==> src/rtl/io_intr_ctrl_pkg.sv <==
// Shared definitions for the I/O interrupt controller: datapath width and the
// delivery FSM state encoding.
package io_intr_ctrl_pkg;

  localparam int unsigned DW = 16;

  typedef enum logic [1:0] {
    StIdle    = 2'd0,
    StPresent = 2'd1,
    StGap     = 2'd2
  } state_e;

endpackage

==> src/rtl/io_fifo.sv <==
// Parameterised synchronous FIFO with registered storage, synchronous active-high reset.
// DEPTH must be a power of two so the pointers wrap naturally.
module io_fifo #(
  parameter int unsigned DW    = 16,
  parameter int unsigned DEPTH = 4
) (
  input  logic                     clk,
  input  logic                     reset,
  input  logic                     push,
  input  logic [DW-1:0]            wr_data,
  input  logic                     pop,
  output logic [DW-1:0]            head,
  output logic                     full,
  output logic                     empty,
  output logic [$clog2(DEPTH):0]   count
);

  localparam int unsigned AW = $clog2(DEPTH);
  localparam logic [AW:0] FullCount = DEPTH[AW:0];

  logic [DW-1:0] mem_q [DEPTH];
  logic [AW-1:0] wr_ptr_q;
  logic [AW-1:0] rd_ptr_q;
  logic [AW:0]   count_q;
  logic          do_push;
  logic          do_pop;

  assign full  = (count_q == FullCount);
  assign empty = (count_q == '0);
  assign count = count_q;
  assign head  = mem_q[rd_ptr_q];

  // A push into a full FIFO is only accepted when a pop frees the slot in the same cycle.
  assign do_pop  = pop && !empty;
  assign do_push = push && (!full || do_pop);

  // Pointer and occupancy bookkeeping.
  always_ff @(posedge clk) begin
    if (reset) begin
      wr_ptr_q <= '0;
      rd_ptr_q <= '0;
      count_q  <= '0;
    end else begin
      if (do_push) wr_ptr_q <= wr_ptr_q + 1'b1;
      if (do_pop)  rd_ptr_q <= rd_ptr_q + 1'b1;
      case ({do_push, do_pop})
        2'b10:   count_q <= count_q + 1'b1;
        2'b01:   count_q <= count_q - 1'b1;
        default: count_q <= count_q;
      endcase
    end
  end

  // Storage needs no reset; the head is only consumed while the FIFO is non-empty.
  always_ff @(posedge clk) begin
    if (do_push) mem_q[wr_ptr_q] <= wr_data;
  end

endmodule

==> src/rtl/io_intr_ctrl.sv <==
// Peripheral-side I/O controller for the 16-bit MIPS core: queues host words and
// delivers them by interrupt, and captures core output words for the host.
// Optional feature macro INT_STATS_EN enables the irq_count delivery counter;
// without it irq_count is tied to 0.
module io_intr_ctrl
  import io_intr_ctrl_pkg::*;
#(
  parameter int unsigned DW      = io_intr_ctrl_pkg::DW,
  parameter int unsigned DEPTH   = 4,
  parameter int unsigned GAP     = 2,
  parameter int unsigned TIMEOUT = 64
) (
  input  logic          clk,
  input  logic          reset,
  input  logic [DW-1:0] host_in_data,
  input  logic          host_in_valid,
  output logic          host_in_ready,
  output logic [DW-1:0] cpu_data_in,
  output logic          cpu_interrupt,
  input  logic          cpu_ack,
  input  logic [DW-1:0] cpu_data_out,
  input  logic          cpu_out_we,
  output logic [DW-1:0] host_out_data,
  output logic          host_out_valid,
  input  logic          host_out_ready,
  output logic          overrun,
  output logic          timeout_flag,
  output logic [15:0]   irq_count
);

  localparam int unsigned CW = $clog2(DEPTH) + 1;
  localparam int unsigned TW = (TIMEOUT > 1) ? $clog2(TIMEOUT) : 1;
  localparam int unsigned GW = (GAP > 1) ? $clog2(GAP) : 1;
  localparam logic [TW-1:0] TimerMax = TW'(TIMEOUT - 1);
  localparam logic [GW-1:0] GapMax   = GW'(GAP - 1);

  state_e        state_q, state_d;
  logic [TW-1:0] timer_q, timer_d;
  logic [GW-1:0] gap_q, gap_d;
  logic          fifo_pop;
  logic          timeout_hit;

  logic          fifo_push;
  logic          fifo_full;
  logic          fifo_empty;
  logic [DW-1:0] fifo_head;
  logic [CW-1:0] fifo_count;

  logic [DW-1:0] data_in_q;
  logic          timeout_q;
  logic [DW-1:0] out_data_q;
  logic          out_valid_q;
  logic          overrun_q;
  logic          out_load;

  assign host_in_ready = !fifo_full;
  assign fifo_push     = host_in_valid && host_in_ready;

  io_fifo #(
    .DW   (DW),
    .DEPTH(DEPTH)
  ) u_fifo (
    .clk    (clk),
    .reset  (reset),
    .push   (fifo_push),
    .wr_data(host_in_data),
    .pop    (fifo_pop),
    .head   (fifo_head),
    .full   (fifo_full),
    .empty  (fifo_empty),
    .count  (fifo_count)
  );

  // Delivery FSM state, timer and gap counter registers.
  always_ff @(posedge clk) begin
    if (reset) begin
      state_q <= StIdle;
      timer_q <= '0;
      gap_q   <= '0;
    end else begin
      state_q <= state_d;
      timer_q <= timer_d;
      gap_q   <= gap_d;
    end
  end

  // Next-state logic; an ack on the expiry cycle takes priority over the timeout.
  always_comb begin
    state_d     = state_q;
    timer_d     = timer_q;
    gap_d       = gap_q;
    fifo_pop    = 1'b0;
    timeout_hit = 1'b0;
    unique case (state_q)
      StIdle: begin
        if (fifo_count != '0) begin
          state_d = StPresent;
          timer_d = '0;
        end
      end
      StPresent: begin
        if (cpu_ack) begin
          fifo_pop = 1'b1;
          timer_d  = '0;
          gap_d    = '0;
          state_d  = StGap;
        end else if (timer_q == TimerMax) begin
          timeout_hit = 1'b1;
          timer_d     = '0;
          gap_d       = '0;
          state_d     = StGap;
        end else begin
          timer_d = timer_q + 1'b1;
        end
      end
      StGap: begin
        if (gap_q == GapMax) begin
          state_d = (fifo_count != '0) ? StPresent : StIdle;
          timer_d = '0;
        end else begin
          gap_d = gap_q + 1'b1;
        end
      end
      default: state_d = StIdle;
    endcase
  end

  assign cpu_interrupt = (state_q == StPresent);

  // Registered copy of the FIFO head presented to the core; zero while empty.
  always_ff @(posedge clk) begin
    if (reset) begin
      data_in_q <= '0;
    end else begin
      data_in_q <= fifo_empty ? '0 : fifo_head;
    end
  end

  assign cpu_data_in = data_in_q;

  // Sticky timeout indication.
  always_ff @(posedge clk) begin
    if (reset) begin
      timeout_q <= 1'b0;
    end else if (timeout_hit) begin
      timeout_q <= 1'b1;
    end
  end

  assign timeout_flag = timeout_q;

  // A core write is accepted when the slot is free or being drained this cycle.
  assign out_load = cpu_out_we && (!out_valid_q || host_out_ready);

  // One-deep output register with sticky overrun on a dropped write.
  always_ff @(posedge clk) begin
    if (reset) begin
      out_data_q  <= '0;
      out_valid_q <= 1'b0;
      overrun_q   <= 1'b0;
    end else begin
      if (out_load) begin
        out_data_q  <= cpu_data_out;
        out_valid_q <= 1'b1;
      end else if (host_out_ready) begin
        out_valid_q <= 1'b0;
      end
      if (cpu_out_we && !out_load) overrun_q <= 1'b1;
    end
  end

  assign host_out_data  = out_data_q;
  assign host_out_valid = out_valid_q;
  assign overrun        = overrun_q;

`ifdef INT_STATS_EN
  logic [15:0] irq_count_q;

  // Count acknowledged deliveries; wraps naturally at 16 bits.
  always_ff @(posedge clk) begin
    if (reset) begin
      irq_count_q <= '0;
    end else if (fifo_pop) begin
      irq_count_q <= irq_count_q + 16'd1;
    end
  end

  assign irq_count = irq_count_q;
`else
  assign irq_count = '0;
`endif

endmodule
==> config.mk <==
export PLATFORM = sky130hd
export DESIGN_NAME = io_intr_ctrl
export DESIGN_NICKNAME = d
export VERILOG_FILES = /design/src/rtl/io_intr_ctrl_pkg.sv /design/src/rtl/io_fifo.sv /design/src/rtl/io_intr_ctrl.sv
export SDC_FILE = /design/constraint.sdc
export NUM_CORES = 1
export LEC_CHECK = 0
export CORE_MARGIN = 4
export CORE_UTILIZATION = 45
export CTS_CLUSTER_DIAMETER = 150
export DETAILED_ROUTE_END_ITERATION = 7
export GPL_TIMING_DRIVEN = 0
export PLACE_DENSITY = 0.8
export SLEW_MARGIN = 20
export SYNTH_ARGS = -nofsm -noshare
export SYNTH_HDL_FRONTEND = slang
export SYNTH_SLANG_ARGS = --single-unit
==> constraint.sdc <==
create_clock -name clk -period 6 [get_ports clk]
set_input_delay 1.2 -clock clk [delete_from_list [all_inputs] [get_ports clk]]
set_output_delay 1.2 -clock clk [all_outputs]
set_load 0.02 [all_outputs]
### Yosys cells after proc, flatten, opt, wreduce, memory -nomap -nowiden

Memories as Yosys holds them, arrays and structs flattened. A register that Yosys moved wholly into a read port is not among the register bits.
Cells that the tools add are included.

| word-level totals | value |
|---|---|
| bits in writable memories | 64 |
| input bits | 38 |
| register bits after elaboration | 35 |
| output and inout port bits | 53 |
| memories | 1 |

| cells by class | value |
|---|---|
| equality and inequality tests | 9 |
| muxes and demuxes | 25 |
| add/subtract/negate cells | 6 |
| reduce and logical (&&, ||, !) cells | 22 |

Memory list:

| name | words | bits a word | rd ports | clocked after memory_dff | write ports | RTL line | RTL |
|---|---|---|---|---|---|---|---|
| u_fifo.mem_q | 4 | 16 | 1 | 1 | 1 | io_fifo.sv:21 | `logic [DW-1:0] mem_q [DEPTH];` |

Operators by type and width:

| operator | number |
|---|---|
| $mux W6 | 4 |
| $pmux W6 S3 | 1 |
| $mux W1 | 13 |
| $mux W2 | 4 |
| $add A6 B1 Y6 const B | 1 |
| $eq A6 B6 Y1 const B | 1 |
| $pmux W2 S3 | 1 |
| $pmux W3 S2 | 1 |
| $reduce_and A3 Y1 | 2 |
| $reduce_bool A2 Y1 | 3 |
| $reduce_bool A3 Y1 | 2 |
| $logic_and A1 B1 Y1 | 5 |
| $add A2 B1 Y2 const B | 2 |
| $eq A2 B1 Y1 const B | 2 |
| $eq A2 B2 Y1 const B | 2 |
| $logic_not A1 Y1 | 4 |
| $ne A2 B2 Y1 const B | 2 |
| $add A3 B1 Y3 const B | 1 |
| $eq A3 B3 Y1 const B | 1 |
| $logic_not A3 Y1 | 1 |
| $ne A3 B1 Y1 const B | 1 |
| $sub A3 B1 Y3 const B | 1 |
| $logic_not A2 Y1 | 1 |
| $logic_or A1 B1 Y1 | 2 |
| other kinds (4) | 4 |

### Longest topological paths before layout

Gate-level depths: netlist (run 1).

| depth | value |
|---|---|
| depth in word-level cells | 7 |
| depth in mapped cells | 9 |
| depth with buffers taken out | 9 |

### By module

Synthesis (run 1) repeated with hierarchy kept, for this count alone.

| unflattened totals | value |
|---|---|
| cell total of the unflattened synthesis | 354 |
| area, all modules | 4682.0 um^2 |

Modules (own cells, without submodules):

| module | times used | cells each | area each (um^2) |
|---|---|---|---|
| io_fifo | 1 | 151 | 2899.0 |
| io_intr_ctrl | 1 | 203 | 1783.0 |

### Least setup slack after synthesis (run 1)

OpenSTA, ideal clock, no wires.

| timing path | value |
|---|---|
| path kind | input to register |
| from | input port host_in_valid |
| to | register u_fifo.count_q[2], in the netlist u_fifo.count[2] |
| path buffers | 0 |
| data required time | 5930 ps |
| setup time | 70 ps |
| arrival time | 2560 ps |
| stages | 8 |
| path slack | 3369 ps |
| path through | and2_1 -> inv_1 -> ha_1 -> inv_1 -> fa_1 -> xor2_1 -> or3_1 -> a21oi_1 |

| on the way | value |
|---|---|
| longest elaborated chain between the ends | 4 |
| elaborated cells on any way between the ends | 6 |
| those cells by class | eq/ne (2); mux (1); reduce/logical (3) |

Ends and longest elaborated chain:

| what | RTL line | RTL |
|---|---|---|
| start: declaration | io_intr_ctrl.sv:16 | `input logic host_in_valid,` |
| $logic_and A1 B1 Y1 (*) | io_intr_ctrl.sv:57 | `assign fifo_push = host_in_valid && host_in_ready;` |
| $logic_and A1 B1 Y1 (*) | io_fifo.sv:35 | `assign do_push = push && (!full \|\| do_pop);` |
| $eq A2 B1 Y1 or $eq A2 B2 Y1 (tied branches) | io_fifo.sv:46 | `case ({do_push, do_pop})` |
| $pmux W3 S2 or $reduce_bool A2 Y1 (tied branches) | -- |  |
| end signal: assignment | io_fifo.sv:47 | `2'b10: count_q <= count_q + 1'b1;` |
| end signal: assignment | io_fifo.sv:48 | `2'b01: count_q <= count_q - 1'b1;` |
| end signal: assignment | io_fifo.sv:49 | `default: count_q <= count_q;` |
| end: declaration | io_fifo.sv:24 | `logic [AW:0] count_q;` |

Every way passes the cells marked *; elsewhere a longest branch is shown, timed or not.
A chain may end at the register's enable or synchronous reset.

### Worst setup path after layout (run 1)

| timing path | value |
|---|---|
| from | register u_fifo.count_q[2], in the netlist u_fifo.count[2] |
| to | output port host_in_ready |

| on the way | value |
|---|---|
| longest elaborated chain between the ends | 2 |

Ends and longest elaborated chain:

| what | RTL line | RTL |
|---|---|---|
| $eq A3 B3 Y1 | io_fifo.sv:28 | `assign full = (count_q == FullCount);` |
| $logic_not A1 Y1 | io_intr_ctrl.sv:56 | `assign host_in_ready = !fifo_full;` |
| end: declaration | io_intr_ctrl.sv:17 | `output logic host_in_ready,` |

Every way passes these cells.

==> flow_summary.ini, run 1 <==
[setup_path]
end_kind = output pin
path_cells = or3b_1 -> clkdlybuf4s50_1
critPathArrivalTime_ps = 1930
crit_required_ps = 4800
crit_buf_inv = 1
crit_type = reg2out
crit_path_start_kind = flip-flop
critical_path.max_stage_delay_ps = 590
crit_family = buffers and inverters
cp_slowest_cell = clkdlybuf4s50_1
crit_fanout = 6

[floorplan]
dieArea_sq_mm = 0.0116
coreArea_sq_mm = 0.00973
die_w_um = 108
start_util_pct = 45.8
die_height_um = 108
io_pins = 91
rows = 36

[place]
post-place-ws_ps = 2710
dp_hpwl_mm = 5.64
port_buffers = 73
routabilityCongestion = 0.802
place_inst = 553

[grt]
grt_max_degree = 17
antenna_found_initial = 0
overflow = 0
grt_pass1_vias = 2947
grt_usage_pct = 15.5
grt_pass1_wl_mm = 13.8

[clock_network]
cts_hold_buf = 0
tritoncts = yes
cts_buffers = 17
clock_latency_ps = 500
clock-sinks = 115
clk_pin_slew_ps = 60
cts_root_buf = clkbuf_8
ctsResizeCount = 0
ctsLongestPathBuffers = 2
cts_setup_buffers = 0
cts_max_level = 4

[route]
routed_via_density = 4.80
firstDrtPassIters = 4
drt_iter0_drc = 144
antenna_left = 0
wl_per_cell_um = 14.3
drc = 0
vias = 2810
drt-total-wl_mm = 8.36

[power_and_ir_drop]
power_uw = 2150
vdd_drop_max_mv = 0.257
powerDensity_mw_per_mm2 = 362
p_leak_uw = 0.00214

[timing]
max-slew-margin-rel_pct = 40.7
tightest_slew_ps = 890
tns_ps = 0
setup_viol = 0
fin_worst_skew_ps = 10.2
min_period_ps = 3130
fin_crit_sh_pct = 52.2
fmax_mhz = 319
rsz0062_at_grt = false
drv_slew = 0
final-hold-violation-count = 0
fin_ws_ps = 2870

[worst_hold_path]
hold_path_class = reg2reg

[synth]
synth_warnings = 0
netlist_instances = 332
syn_area_sq_mm = 0.00446
synth.yosys.seq_area_share_pct = 66.0
synth_cell_types = 34
syn_avg_cell_area_sq_um = 13.4
synth-seq-cells = 115

[status]
outcome = finished clean

[job]
drv_cap = 0

[layout]
final_cell_mix = 73 x clkdlybuf4s50_1, 64 x edfxtp_1, 51 x dfxtp_1, 40 x nand2_1, 27 x a21oi_1
nets = 489
layout_commonest_cell = clkdlybuf4s50_1
multi_input_area_sq_mm = 0.00134
stdcell_count = 585
drive_gt1_share_pct = 15.0
regArea_sq_mm = 0.00294
finish.utilization_pct = 60.9
fill_cells = 749
diodes = 0
syn_to_final_growth_pct = 33.0
[area by class of cell]
| type | count | area share, % |
|---|---|---|
| plain buffers | 30 | 3.10 |
| multi-input cells | 190 | 22.6 |
| flip-flops and latches | 115 | 49.7 |
| clock buffers | 19 | 7.28 |
| clock inverters | 13 | 1.46 |
| well taps | 133 | 2.81 |
| repair buffers | 73 | 12.3 |
| inverters | 12 | 0.760 |
[report_power, final]
part	internal [uW]	switching, uW
Combinational	170	198
Sequential	897	27.5
Clock	514	341
Total	1580	567
[synthesized netlist by cell type, drive strengths merged]
library cell	n	area share, %
a211o	1	0.20
a21o	1	0.17
a21oi	27	3.0
a31o	1	0.20
a31oi	4	0.56
and2	1	0.14
and3	5	0.70
buf	23	3.5
clkbuf	7	0.59
conb	1	0.084
dfxtp	51	23
edfxtp	64	43
fa	1	0.45
ha	11	3.1
inv	12	1.0
mux4	16	8.1
nand2	40	3.4
nand2b	3	0.42
nand3	5	0.56
nor2	14	1.2
nor2b	19	2.7
nor3	1	0.11
o21ai	6	0.67
o311a	1	0.22
o41ai	1	0.20
or2	1	0.14
or3	5	0.70
or3b	1	0.20
or4	4	0.67
xnor2	2	0.39
xor2	3	0.59
[final timing paths]
kind | from | endpoint | slack, ps | depth (start not counted)
worst max-delay path | u_fifo.count[2] | host_in_ready | 2870 | 2
worst min-delay path | host_out_data[11] | host_out_data[11] | 450 | 2
worst max register to register | u_fifo.count[2] | u_fifo.count[2] | 3530 | 9
worst min register to register | host_out_data[11] | host_out_data[11] | 450 | 2
[registers in the layout, summed over array words and instances, names as in the netlist]
signal,flops
cpu_data_in,16
u_fifo.rd_ptr_q,2
u_fifo.count,3
timeout_flag,1
overrun,1
u_fifo.wr_ptr_q,2
host_out_data,16
timer_q,6
u_fifo.mem_q,64
host_out_valid,1
state_q,2
gap_q,1
[metal layers]
metal | GRT usage (%) | share of wire, % | vias to the layer above
li1 | - | - | 1362
met3 | 6.00 | 6.7 | 7
met1 | 17.0 | 40 | 1350
met5 | 0 | 0 | -
met4 | 3.70 | 0.75 | 0
met2 | 28.2 | 53 | 91
[worst min-delay path, delay by kind of cell, from the launching register on]
family / cells / cell delay, ps
flip-flops: 1 / 310
AND/OR/NAND/NOR: 1 / 50
AO/OA/AOI/OAI: 1 / 50
[cells by family (layout without fill, tap and decap cells)]
| family | count (synthesis) | count (layout) | synth area share (%) |
|---|---|---|---|
| flip-flops | 115 | 115 | 66.0 |
| multiplexers | 16 | 16 | 8.09 |
| AO/OA/AOI/OAI | 42 | 42 | 5.25 |
| adder cells (fa/ha/maj) | 12 | 12 | 3.54 |
| other | 1 | 16 | 0.0842 |
| buffers and inverters | 42 | 147 | 5.14 |
| AND/OR/NAND/NOR | 99 | 99 | 10.9 |
| XOR/XNOR | 5 | 5 | 0.983 |
[through the flow]
| stage | instance area (sq um) | hold slack [ps] |
|---|---|---|
| floorplan | 4510 | 449 |
| global placement | 5410 | 442 |
| detailed placement | 5410 | 449 |
| CTS | 5930 | 458 |
| global route | 5930 | 483 |
| finish | 5930 | 454 |
(Power assumes the default switching activity.)
==> run 2: changes to the inputs <==
--- a/config.mk
+++ b/config.mk
@@ -10,7 +10,7 @@
 export CTS_CLUSTER_DIAMETER = 150
 export DETAILED_ROUTE_END_ITERATION = 7
 export GPL_TIMING_DRIVEN = 0
-export PLACE_DENSITY = 0.8
+export PLACE_DENSITY = 0.83
 export SLEW_MARGIN = 20
 export SYNTH_ARGS = -nofsm -noshare
 export SYNTH_HDL_FRONTEND = slang
==> constraint.sdc (replaced) <==
create_clock -name clk -period 2.5 [get_ports clk]
set_input_delay 0.5 -clock clk [delete_from_list [all_inputs] [get_ports clk]]
set_output_delay 0.5 -clock clk [all_outputs]
set_load 0.02 [all_outputs]
==> flow_summary.ini, run 2 (synthesis results as in run 1) <==
[grt]
grt_pass1_wl_mm = 13.9
grt_max_degree = 17
antenna_found_initial = 0
overflow = 0
grt_usage_pct = 15.7
grt_pass1_vias = 2833

[worst_hold_path]
worstHoldStart = reset
hold_path_class = in2reg
worstHoldPathCells = 2

[clock_network]
clock_latency_ps = 500
ctsLongestPathBuffers = 2
cts_setup_buffers = 0
cts_root_buf = clkbuf_8
clock-sinks = 115
clk_pin_slew_ps = 60
cts_buffers = 17
cts_max_level = 4
tritoncts = yes

[timing]
tns_ps = 0
fmax_mhz = 424
fin_crit_sh_pct = 94.3
final-hold-violation-count = 0
tightest_slew_ps = 865
min_period_ps = 2360
rsz0062_at_grt = false
max-slew-margin-rel_pct = 42.3
fin_worst_skew_ps = 11.9
drv_slew = 0
setup_viol = 0

[power_and_ir_drop]
power_uw = 5490
powerDensity_mw_per_mm2 = 912
vdd_drop_max_mv = 0.555
p_leak_uw = 0.00218

[route]
drt_iter0_drc = 111
vias = 2806
drc = 0
wl_per_cell_um = 14.7
firstDrtPassIters = 4
drt-total-wl_mm = 8.59
routed_via_density = 4.80
antenna_left = 0

[setup_path]
r2r-start = u_fifo.count[0]
reg2reg_slack_ps = 140
cp-startpoint = u_fifo.count[0]
path_cells = or3b_4 -> and2_4 -> inv_1 -> ha_2 -> inv_1 -> fa_1 -> xor2_1 -> or3_1 -> a21oi_1
reg2regPathDepth = 9
crit_type = reg2reg
critical_path.max_stage_delay_ps = 430
crit_fanout = 6
crit_required_ps = 2910
cp_slowest_cell = or3b_4
cpMostUsedCell = inv_1
end_kind = flip-flop
crit_path_start_kind = flip-flop
critPathArrivalTime_ps = 2770

[status]
outcome = finished clean

[layout]
largest_reg_flops = 64
final_cell_mix = 73 x clkdlybuf4s50_1, 64 x edfxtp_1, 48 x dfxtp_1, 40 x nand2_1, 27 x a21oi_1
syn_to_final_growth_pct = 35.0
diodes = 0
fill_cells = 728
layout_commonest_cell = clkdlybuf4s50_1
largest_register = u_fifo.mem_q
drive_gt1_share_pct = 16.6
nets = 489

[place]
dp_hpwl_mm = 5.68
routabilityCongestion = 0.749
port_buffers = 73

[floorplan]
rows = 36
die_height_um = 108
dieArea_sq_mm = 0.0116
die_w_um = 108
start_util_pct = 45.8
io_pins = 91
coreArea_sq_mm = 0.00973

[job]
drv_cap = 0
run 2: changes by cell type in the layout (fill, tap and decap cells not counted), sizes merged:
cell	delta
clkbuf	-1
clkinvlp	-2
inv	+1
clkinv	-1
bufinv	+3
run 2: layout make-up:
| class | count | area [sq um] | area share [%] |
|---|---|---|---|
| Buffer | 30 | 184 | 3.06 |
| Tap cell | 133 | 166 | 2.77 |
| Timing Repair Buffer | 73 | 731 | 12.1 |
| Clock inverter | 14 | 178 | 2.95 |
| Inverter | 12 | 45.0 | 0.749 |
| Sequential cell | 115 | 2950 | 49.0 |
| Multi-Input combinational cell | 190 | 1350 | 22.4 |
| Clock buffer | 18 | 418 | 6.95 |
run 2: per-layer routing:
layer	wire length, um	vias up	track usage [%]
met1	3500	1355	18.3
met4	39	0	3.52
met2	4510	80	27.5
li1	-	1364	-
met5	0	-	0
met3	538	7	5.64
run 2: path summary, 6_finish.rpt:
| kind | end |
|---|---|
| max | u_fifo.count[2] |
| min | host_out_data[7] |
| max reg2reg | u_fifo.count[2] |
| min reg2reg | host_out_data[1] |
run 2: report_power, final:
part,switching (uW),internal [uW],total (uW)
clock,857,1530,2380
combinational,466,412,878
sequential,68.8,2150,2220
total,1390,4090,5490
run 2: worst max-delay path, delay by kind of cell (launching register included):
kind,cells,cell delay [ps]
XOR/XNOR,1,160
adder cells (fa/ha/maj),2,570
buffers and inverters,2,130
flip-flops,1,350
AO/OA/AOI/OAI,1,150
AND/OR/NAND/NOR,3,910
run 2: metrics by stage:
| step | cells | area, sq um | hold WS (ps) | util [%] | setup WS, ps |
|---|---|---|---|---|---|
| 2_1_floorplan | 347 | 4510 | 449 | - | 131 |
| 3_3_place_gp | 553 | 5410 | 442 | 55.6 | -32.1 |
| 3_5_place_dp | 553 | 5410 | 450 | 55.6 | -108 |
| 4_1_cts | 585 | 6000 | 414 | 61.7 | 23.4 |
| 5_1_grt | 585 | 6020 | 462 | 61.8 | 4.75 |
| 6_report | 585 | 6020 | 430 | 61.8 | 143 |
run 2: what timing repair did:
| action | CTS | global route |
|---|---|---|
| endpoints found under the setup margin | 0 | 1 |
| hold buffers | 0 | 0 |
| hold endpoints to repair | 0 | 0 |
| gates resized for setup | 0 | 6 |
